[src/rtl/generic_dpram_sc.sv]
// generic_dpram_sc: single-clock simple dual-port RAM with a registered read port.
module generic_dpram_sc #(
  parameter int aw      = 5,
  parameter int dw      = 16,
  parameter int rdw_new = 0
) (
  input  logic          clk,
  input  logic          rst,
  input  logic          rce,
  input  logic          oe,
  input  logic [aw-1:0] raddr,
  output logic [dw-1:0] dout,
  input  logic          wce,
  input  logic          we,
  input  logic [aw-1:0] waddr,
  input  logic [dw-1:0] di
);
  logic [dw-1:0] mem [2**aw];
  logic [dw-1:0] q_q, q_d;
  logic          wr;
  assign wr = rst & wce & we;
  always_ff @(posedge clk)
    if (wr) mem[waddr] <= di;
  // Bypass only when asked; otherwise the array read sees pre-write contents.
  assign q_d = (rdw_new != 0 && wr && raddr == waddr) ? di : mem[raddr];
  // Kept separate from the array so it maps onto the block-RAM output register.
  always_ff @(posedge clk or negedge rst)
    if (!rst) q_q <= '0;
    else if (rce) q_q <= q_d;
  assign dout = oe ? q_q : '0;
endmodule

[config.mk]
export PLATFORM = sky130hd
export DESIGN_NAME = generic_dpram_sc
export DESIGN_NICKNAME = d
export VERILOG_FILES = /design/src/rtl/generic_dpram_sc.sv
export SDC_FILE = /design/constraint.sdc
export NUM_CORES = 1
export LEC_CHECK = 0
export BUFFER_PORTS_ARGS = -buffer_cell sky130_fd_sc_hd__buf_2
export CORE_MARGIN = 4
export CORE_UTILIZATION = 60
export CTS_CLUSTER_SIZE = 10
export DETAILED_ROUTE_END_ITERATION = 8
export PLACE_DENSITY_LB_ADDON = 0.05
export SLEW_MARGIN = 20
export SYNTH_ARGS = -nofsm -noshare
export SYNTH_HDL_FRONTEND = slang
export SYNTH_SLANG_ARGS = --single-unit
export TNS_END_PERCENT = 5
[constraint.sdc]
create_clock -name clk -period 1.63 [get_ports clk]
set_input_delay 0.0815 -clock clk [delete_from_list [all_inputs] [get_ports clk]]
set_output_delay 0.0815 -clock clk [all_outputs]
set_load 0.03 [all_outputs]
==> results of run 1 <==
==> worst reg2reg max path: stages, from the launching register on <==
cell	delay, ns
edfxtp_1	0.36
mux2i_1	0.19
a22oi_1	0.14
a21oi_1	0.36
nor4_1	0.11
mux2_2	0.29
==> worst max-delay path by stage <==
stage	endpoint	slack (ns)	cells after the start
final	q_q[9]$_DFFE_PN0P_	0.07	5
after floorplan	mem[12][0]$_DFFE_PP_	-0.13	4
after detailed placement	q_q[3]$_DFFE_PN0P_	-0.45	9
after CTS	q_q[8]$_DFFE_PN0P_	0.0002	6
after global placement	q_q[3]$_DFFE_PN0P_	-0.40	9
after global routing	q_q[9]$_DFFE_PN0P_	0.003	5
==> power groups by stage <==
stage	logic, mW	clock network (mW)	registers [mW]
6_report	1.82	11.6	15.1
5_1_grt	1.93	12.4	15.1
4_1_cts	1.81	11.7	15.1
3_5_place_dp	1.79	0	15.4
3_3_place_gp	1.76	0	15.4
2_1_floorplan	0.943	0	15.3
==> layout make-up <==
cell class | instances | share of cell area
clock buffer | 108 | 0.06755
tap | 448 | 0.02280
inverter | 1 | 0.0001527
clock inverter | 1 | 0.0003563
sequential | 528 | 0.6418
timing repair buffer | 227 | 0.08256
multi-input combinational | 552 | 0.1846
antenna | 2 | 0.0002036
==> cells in the mapped netlist (all sizes together) <==
| cell type | count | area (um2) |
|---|---|---|
| edfxtp | 512 | 15370 |
| mux2i | 256 | 2562 |
| a22oi | 128 | 960.9 |
| a21oi | 64 | 320.3 |
| buf | 50 | 412.9 |
| nor2 | 36 | 135.1 |
| and2 | 17 | 106.4 |
| clkbuf | 17 | 67.57 |
| dfrtp | 16 | 400.4 |
| mux2 | 16 | 180.2 |
| nor4 | 16 | 100.1 |
| nand2 | 4 | 15.01 |
| nand3b | 4 | 30.03 |
| nand3 | 3 | 15.01 |
| nand2b | 2 | 12.51 |
| nor2b | 2 | 12.51 |
| or3 | 2 | 12.51 |
| inv | 1 | 3.750 |
| or2 | 1 | 6.260 |
| or3b | 1 | 8.760 |
==> what timing repair did <==
| action | CTS | global route |
|---|---|---|
| hold endpoints to repair | 32 | 0 |
| setup endpoints to repair | 2 | 6 |
| hold buffers | 3 | 0 |
| resized for setup | 2 | 7 |
==> stage by stage <==
stage	setup slack, ns	hold slack (ns)	util	cells	power (mW)
after global routing	0.002838	0.05728	0.7275	1865	29.41
after floorplan	-0.1311	-0.2141	-	1148	16.26
after CTS	0.0002054	0.03945	0.7266	1865	28.65
after global placement	-0.4033	0.06832	0.6761	1753	17.15
final	0.06647	0.06204	0.7276	1867	28.53
after detailed placement	-0.4492	0.06881	0.6761	1753	17.18
==> state kept, by name, indices dropped and copies added, names as in the netlist <==
name	flops
mem	512
q_q	16
==> placed cells by master, fill, tap and decap left out <==
cell type      instances
nor2_1                35
clkbuf_1              49
nand2_1                4
mux2_2                16
buf_12                34
edfxtp_1             512
or2_2                  1
a22oi_2                2
nor2_4                 1
nand2b_1               2
inv_1                  1
nand3_1                3
nor2b_4                2
dlygate4sd3_1          3
and2_2                 1
a21oi_1               57
diode_2                2
buf_8                  1
clkbuf_16             59
a21oi_2                7
inv_6                  1
nand3b_1               4
a22oi_1              126
or3_1                  2
nor4_1                16
buf_2                 46
and2_1                16
or3b_2                 1
buf_4                143
mux2i_1              256
dfrtp_1               16
==> kinds of logic after synthesis <==
kind of cell	after synthesis	share of synthesized area
buf+inv	68	0.02335
compound gates	192	0.06178
flops	528	0.7607
simple gates	88	0.02190
mux	272	0.1323
==> per-layer routing <==
metal,vias to the layer above,GRT usage,part of all wire
met5,-,0,0
met4,0,0.06927,0.025
met3,79,0.04483,0.077
met2,419,0.4273,0.48
met1,5854,0.3792,0.42
li1,5061,-,-
==> impl_metrics.tcl, run 1 <==
set metrics [dict create \
    outcome "finished clean" \
    nFillCells 2095 \
    cp_slowest_stage_delay_ns 0.36 \
    cp.arrival_ns 2.03 \
    seqPwrFrac 0.530 \
    placed_area_um2 22840 \
    grt_pass1_vias 11380 \
    worstPathRequired_ns 2.09 \
    ir_worst_vdd_uv 1224 \
    internal-power_mw 22.48 \
    p_comb_frac 0.064 \
    die_h_um 193.9 \
    cts_root_buf "clkbuf_16" \
    grt_max_degree 33 \
    ys_seq_area_frac 0.7607 \
    drt-initial-drc-count 1040 \
    viasPerCell 6.113 \
    tightest_slew_ns 0.7528 \
    track_usage 0.2634 \
    cts_made_buffers 58 \
    synth_cell_type_count 26 \
    fin_skew_ns 0.01383 \
    numPortBuffers 47 \
    power_frac_clock 0.406 \
    swShare 0.2120 \
    fp.dieW_um 193.9 \
    route.detailed.drc 0 \
    syn-instance-count 1148 \
    finalHoldViolCount 0 \
    post_cts_buffers 0 \
    min_path_cells 1 \
    critPathLaunch "mem[7][9]$_DFFE_PP_" \
    io_pins 48 \
    initial_core_util 0.6138 \
    path_buf_inv 0 \
    fin_crit_sh 0.9592 \
    dp_hpwl_um 31740 \
    multi_input_area_um2 4538 \
    path_class "reg2reg" \
    end_kind "flop" \
    hold_start "di[0]" \
    ys_warn_count 0 \
    synth_nets 1180 \
    dr.pass1.iters 6 \
    drv_cap 0 \
    rr_startpoint "mem[7][9]$_DFFE_PP_" \
    rrSetupSlack_ns 0.07 \
    drtAntennaViolNets 0 \
    fin_crit_ns 1.564 \
    wirelength_um 49710 \
    cts.htree.levels 2 \
    crit_family "compound AO/OA/AOI/OAI gates" \
    setup_viol 0 \
    leakagePower_nw 8.815 \
    startpoint_type "flop" \
    power_density_nw_per_um2 1161 \
    r2r.worst_path.cells 5 \
    path_max_fanout 1 \
    grt_setup_unrepaired "false" \
    synthesis.area_um2 20740 \
    synth-seq-cells 528 \
    hold_path_class "in2reg" \
    setup_tns_ns 0 \
    std_cell_rows 67 \
    timing.fmax_mhz 639.6 \
    overflow 0 \
    register_area_um2 15780 \
    cts_sinks 528 \
    dieArea_um2 37600 \
    num-nets-final 1400 \
    p_sw_mw 6.047 \
    tritoncts "built" \
    hold-path-endpoint "mem[23][0]$_DFFE_PP_" \
    synth.avg_cell_area_um2 18.06 \
    slew_violations 0 \
    vias 11410 \
    path_clk_slew_ns 0.06 \
    finalWeightedCongestion 0.8412 \
    ctsLongestPathBuffers 3 \
    cp_slowest_cell "edfxtp_1" \
    crit_chain "mux2i_1 -> a22oi_1 -> a21oi_1 -> nor4_1 -> mux2_2" \
    grt_pass1_wl_um 73620 \
    wl_per_cell_um 26.63 \
    core_um2 33780 \
    drive_gt1_frac 0.2223 \
    clk_latency_ns 0.58 \
    antenna_found_initial 4 \
    maxSlewHeadroom 0.4981 \
    final_area_um2 24580 \
    area_growth_pct 18.54 \
    regToRegEndpoint "q_q[9]$_DFFE_PN0P_" \
]
Power figures use the tool's default switching activity.
==> inputs of run 2 (changes only) <==
--- a/config.mk
+++ b/config.mk
@@ -7,8 +7,8 @@
 export LEC_CHECK = 0
 export BUFFER_PORTS_ARGS = -buffer_cell sky130_fd_sc_hd__buf_2
 export CORE_MARGIN = 4
-export CORE_UTILIZATION = 60
-export CTS_CLUSTER_SIZE = 10
+export CORE_UTILIZATION = 56
+export CTS_CLUSTER_SIZE = 16
 export DETAILED_ROUTE_END_ITERATION = 8
 export PLACE_DENSITY_LB_ADDON = 0.05
 export SLEW_MARGIN = 20
==> constraint.sdc (replaced) <==
create_clock -name clk -period 1.28 [get_ports clk]
set_input_delay 0.064 -clock clk [delete_from_list [all_inputs] [get_ports clk]]
set_output_delay 0.064 -clock clk [all_outputs]
set_load 0.03 [all_outputs]
==> impl_metrics.tcl, run 2 (same netlist as run 1, synthesis figures left out) <==
set metrics [dict create \
    outcome "finished with violations" \
    violations "negative setup slack" \
    ctsLongestPathBuffers 3 \
    largest_reg_flops 512 \
    cts_made_buffers 52 \
    end_kind "flop" \
    antenna_found_initial 1 \
    numPortBuffers 47 \
    setup_viol 32 \
    leakagePower_nw 9.277 \
    io_pins 48 \
    internal-power_mw 29.30 \
    wl_per_cell_um 26.26 \
    clk_latency_ns 0.58 \
    track_usage 0.2484 \
    num-nets-final 1436 \
    grt_pass1_wl_um 73790 \
    cts.htree.levels 2 \
    p_comb_frac 0.074 \
    rrSetupSlack_ns -0.20 \
    final_util 0.7057 \
    path_class "reg2reg" \
    overflow 0 \
    fin_skew_ns 0.006448 \
    drt-initial-drc-count 930 \
    grt_setup_unrepaired "true" \
    fp.dieW_um 200.4 \
    dp.cells 1803 \
    cts_sinks 528 \
    cp_slowest_stage_delay_ns 0.36 \
    drive_gt1_frac 0.2943 \
    initial_core_util 0.5664 \
    layout_commonest_cell "edfxtp_1" \
    total_power_mw 36.93 \
    fin_ws_ns -0.2022 \
    crit_family "multiplexers" \
    final_cells 1912 \
    cp.arrival_ns 1.95 \
    grt_pass1_vias 11510 \
    ir_worst_vdd_uv 1290 \
    post_cts_buffers 0 \
    largest-register "mem" \
    fin_crit_sh 1.158 \
    top_regs "mem x512, q_q x16" \
    route.detailed.drc 0 \
    std_cell_rows 70 \
    p_sw_mw 7.629 \
    path_buf_inv 1 \
    viasPerCell 5.955 \
    hold_path_class "in2async" \
    dr.pass1.iters 5 \
    timing.fmax_mhz 674.7 \
    dp_hpwl_um 31160 \
    core_um2 36610 \
    power_frac_clock 0.407 \
    vias 11390 \
    die_h_um 200.4 \
    startpoint_type "flop" \
    diodes 0 \
    swShare 0.2066 \
    drv_cap 0 \
    cts_root_buf "clkbuf_16" \
    mostFrequentLayoutCells "edfxtp_1 (512), mux2i_1 (253), buf_4 (133)" \
    path_max_fanout 1 \
    path_clk_slew_ns 0.06 \
    worstPathRequired_ns 1.75 \
    tritoncts "built" \
    grt_max_degree 33 \
    dieArea_um2 40170 \
    cp_slowest_cell "edfxtp_1" \
    finalHoldViolCount 0 \
    crit_chain "mux2i_1 -> a22oi_2 -> a21oi_1 -> buf_4 -> nor4_1 -> mux2_2" \
    maxSlewHeadroom 0.6848 \
    wirelength_um 50200 \
    power_density_nw_per_um2 1429 \
    drtAntennaViolNets 0 \
    fin_crit_ns 1.482 \
    area_growth_pct 24.59 \
    finalWeightedCongestion 0.8266 \
    tightest_slew_ns 0.4728 \
    seqPwrFrac 0.519 \
    slew_violations 0 \
]
## run 2: cell types whose count changed in the layout (fill, tap and decap cells not counted), sizes merged
cell / previous run / this run
inv: 2 / 1
clkbuf: 108 / 73
buf: 224 / 254
diode: 2 / 0
clkinv: 0 / 15
dlygate4sd3: 3 / 15
bufinv: 0 / 6
## run 2: cell type report
| cell class | instances | area (um2) |
|---|---|---|
| clock buffer | 73 | 1431 |
| clock inverter | 21 | 246.5 |
| fill | 2363 | 10770 |
| inverter | 1 | 3.754 |
| multi-input combinational | 552 | 4828 |
| sequential | 528 | 15780 |
| tap | 468 | 585.6 |
| timing repair buffer | 269 | 2967 |
## run 2: power by group through the flow
stage | clock [mW] | sequential (mW) | combinational [mW]
after floorplan | 0 | 19.5 | 1.22
after global placement | 0 | 19.5 | 2.46
after detailed placement | 0 | 19.5 | 2.50
after CTS | 15.2 | 19.2 | 2.72
after global routing | 16.0 | 19.2 | 2.88
final | 15.0 | 19.2 | 2.73
## run 2: path summary, 6_finish.rpt
path | from | to | depth (start not counted)
min | rst | q_q[11]$_DFFE_PN0P_ | 3
max in group asynchronous | rst | q_q[15]$_DFFE_PN0P_ | 3
max | mem[25][12]$_DFFE_PP_ | q_q[12]$_DFFE_PN0P_ | 6
min reg2reg | q_q[7]$_DFFE_PN0P_ | q_q[7]$_DFFE_PN0P_ | 1
max reg2reg | mem[25][12]$_DFFE_PP_ | q_q[12]$_DFFE_PN0P_ | 6
min in group clk | di[11] | mem[18][11]$_DFFE_PP_ | 2
## run 2: per-layer routing
layer  global-route usage  vias up  part of all wire
li1                     -     5132                 -
met1               0.3471     5825              0.42
met2               0.4009      346              0.49
met3              0.05137       81             0.064
met4              0.07670        2             0.025
met5                    0        -           0.00034
## run 2: what timing repair did
item / 4_1_cts / 5_1_grt
endpoints found under the setup margin: 32 / 48
gates resized for setup: 66 / 16
gates cloned: 0 / 0
pin swaps: 11 / 13
endpoints found under the hold margin: 375 / 0
hold buffers: 16 / 0
## run 2: metrics by stage
step | hold WS (ns) | area [um2] | worst slack, ns | setup TNS, ns
after floorplan | -0.2316 | 20870 | -0.2022 | -54.79
after global placement | 0.07744 | 23700 | -0.5340 | -34.70
after detailed placement | 0.07902 | 23700 | -0.6003 | -39.54
after CTS | 0.005812 | 25770 | -0.2423 | -5.988
after global routing | 0.02454 | 25840 | -0.2662 | -4.945
final | 0.008488 | 25840 | -0.2022 | -3.129
## run 2: worst reg2reg max path, stage by stage (launching register included)
cell,delay [ns]
edfxtp_1,0.36
mux2i_1,0.20
a22oi_2,0.13
a21oi_1,0.20
buf_4,0.16
nor4_1,0.05
mux2_2,0.26
==> inputs of run 3 (changes only) <==
--- a/config.mk
+++ b/config.mk
@@ -6,7 +6,7 @@
 export NUM_CORES = 1
 export LEC_CHECK = 0
 export BUFFER_PORTS_ARGS = -buffer_cell sky130_fd_sc_hd__buf_2
-export CORE_MARGIN = 4
+export CORE_MARGIN = 2
 export CORE_UTILIZATION = 56
 export CTS_CLUSTER_SIZE = 16
 export DETAILED_ROUTE_END_ITERATION = 8
==> constraint.sdc (replaced) <==
create_clock -name clk -period 1.2 [get_ports clk]
set_input_delay 0.06 -clock clk [delete_from_list [all_inputs] [get_ports clk]]
set_output_delay 0.06 -clock clk [all_outputs]
set_load 0.03 [all_outputs]
==> impl_metrics.tcl, run 3 (same netlist as run 1, synthesis figures left out) <==
set metrics [dict create \
    outcome "finished with violations" \
    violations "negative setup slack" \
    viasPerCell 5.974 \
    antenna_found_initial 0 \
    end_kind "flop" \
    cp_slowest_cell "edfxtp_1" \
    post_cts_buffers 0 \
    cts_sinks 528 \
    cts_made_buffers 52 \
    timing.fmax_mhz 685.4 \
    startpoint_type "flop" \
    io_pins 48 \
    tritoncts "built" \
    maxSlewHeadroom 0.5596 \
    dp_hpwl_um 31080 \
    fin_skew_ns 0.01378 \
    largest-register "mem" \
    initial_core_util 0.5678 \
    numPortBuffers 47 \
    drv_cap 0 \
    mostFrequentLayoutCells "edfxtp_1 (512), mux2i_1 (249), a22oi_1 (112)" \
    fin_crit_ns 1.459 \
    total_power_mw 40.38 \
    num-nets-final 1398 \
    nFillCells 2330 \
    ctsLongestPathBuffers 3 \
    worstPathRequired_ns 1.67 \
    die_h_um 196.4 \
    layout_commonest_cell "edfxtp_1" \
    cp.arrival_ns 1.93 \
    top_regs "mem x512, q_q x16" \
    overflow 0 \
    cp_slowest_stage_delay_ns 0.39 \
    fin_crit_sh 1.216 \
    cts.htree.levels 2 \
    clk_latency_ns 0.59 \
    fin_ws_ns -0.2590 \
    path_max_fanout 1 \
    grt_max_degree 33 \
    drtAntennaViolNets 0 \
    track_usage 0.2635 \
    hold_path_class "in2reg" \
    ir_worst_vdd_uv 1364 \
    cts_root_buf "clkbuf_16" \
    path_clk_slew_ns 0.06 \
    dieArea_um2 38590 \
    power_density_nw_per_um2 1570 \
    finalWeightedCongestion 0.8008 \
    area_growth_pct 24.03 \
    vias 11210 \
    diodes 0 \
    slew_violations 0 \
    wirelength_um 49290 \
    grt_pass1_wl_um 73360 \
    pre_cts_ws_ns -0.7840 \
    final_util 0.7042 \
    drt-initial-drc-count 944 \
    setup_viol 32 \
    fp.dieW_um 196.4 \
    std_cell_rows 70 \
    grt_setup_unrepaired "true" \
    min_path_cells 1 \
    finalHoldViolCount 0 \
    grt_pass1_vias 11610 \
    drive_gt1_frac 0.2981 \
    dr.pass1.iters 5 \
    r2r.worst_path.cells 5 \
    wl_per_cell_um 26.26 \
    leakagePower_nw 9.094 \
    route.detailed.drc 0 \
    crit_chain "mux2i_2 -> a22oi_1 -> a21oi_2 -> nor4_4 -> mux2_4" \
    tightest_slew_ns 0.6606 \
    path_class "reg2reg" \
    largest_reg_flops 512 \
    core_um2 36520 \
]
==> run 3: changes by cell type in the layout (fill, tap and decap cells not counted), moves of 4 or more <==
cell / before / now
a22oi_2: 8 / 16
a21oi_1: 54 / 39
buf_4: 133 / 105
mux2i_1: 253 / 249
nor4_2: 8 / 1
buf_12: 73 / 64
clkbuf_1: 17 / 11
nor4_1: 7 / 12
a21oi_2: 10 / 22
a22oi_1: 120 / 112
==> run 3: repair_timing <==
item                                   4_1_cts  5_1_grt
setup endpoints to repair                   32       32
endpoints found under the hold margin      364        0
resized for setup                           88       21
hold buffers                                15        0
pin swaps                                   14       11
==> run 3: cell type report <==
class	instances	area [um2]	share of cell area
repair buffers	231	2565	0.09973
clock buffers	68	1434	0.05575
clock inverters	29	391.6	0.01523
multi-input cells	552	4965	0.1930
inverters	1	3.754	0.0001459
well taps	468	585.6	0.02277
flip-flops and latches	528	15780	0.6133
==> run 3: worst paths after layout <==
kind	startpoint	end	slack [ns]
max in group asynchronous	rst	q_q[13]$_DFFE_PN0P_	0.88
min in group asynchronous	rst	q_q[1]$_DFFE_PN0P_	0.06
max	mem[27][3]$_DFFE_PP_	q_q[3]$_DFFE_PN0P_	-0.26
max reg2reg	mem[27][3]$_DFFE_PP_	q_q[3]$_DFFE_PN0P_	-0.26
min	di[15]	mem[12][15]$_DFFE_PP_	0.03
min reg2reg	q_q[4]$_DFFE_PN0P_	q_q[4]$_DFFE_PN0P_	0.52
==> run 3: stage by stage <==
stage / cells / TNS (ns) / hold slack [ns] / cell area (um2)
after floorplan: 1148 / -89.67 / -0.2356 / 20880
after global placement: 1767 / -74.84 / 0.1093 / 23330
after detailed placement: 1767 / -78.05 / 0.1132 / 23330
after CTS: 1878 / -6.242 / 0.002663 / 25620
after global routing: 1877 / -7.172 / 0.03332 / 25720
final: 1877 / -5.640 / 0.02902 / 25720
==> run 3: routing by layer <==
metal | up-vias | wire [um] | part of all wire | global-route usage
met5 | - | 0 | 0 | 0
met4 | 0 | 1204 | 0.024 | 0.08614
met3 | 69 | 2867 | 0.058 | 0.03765
met2 | 361 | 24190 | 0.49 | 0.4381
met1 | 5743 | 21040 | 0.43 | 0.3636
li1 | 5041 | - | - | -
==> run 3: worst max-delay path: cells and delay by family, from the launching register on <==
family / cells / cell delay (ns)
AO/OA/AOI/OAI: 2 / 0.39
multiplexers: 2 / 0.46
AND/OR/NAND/NOR: 1 / 0.09
flip-flops: 1 / 0.39
==> run 3: power breakdown <==
part           total [mW]  switching (mW)  internal [mW]
registers            20.5           0.100           20.4
clock network        17.1            6.73           10.4
logic                2.81            1.56           1.25
total                40.4            8.39           32.0
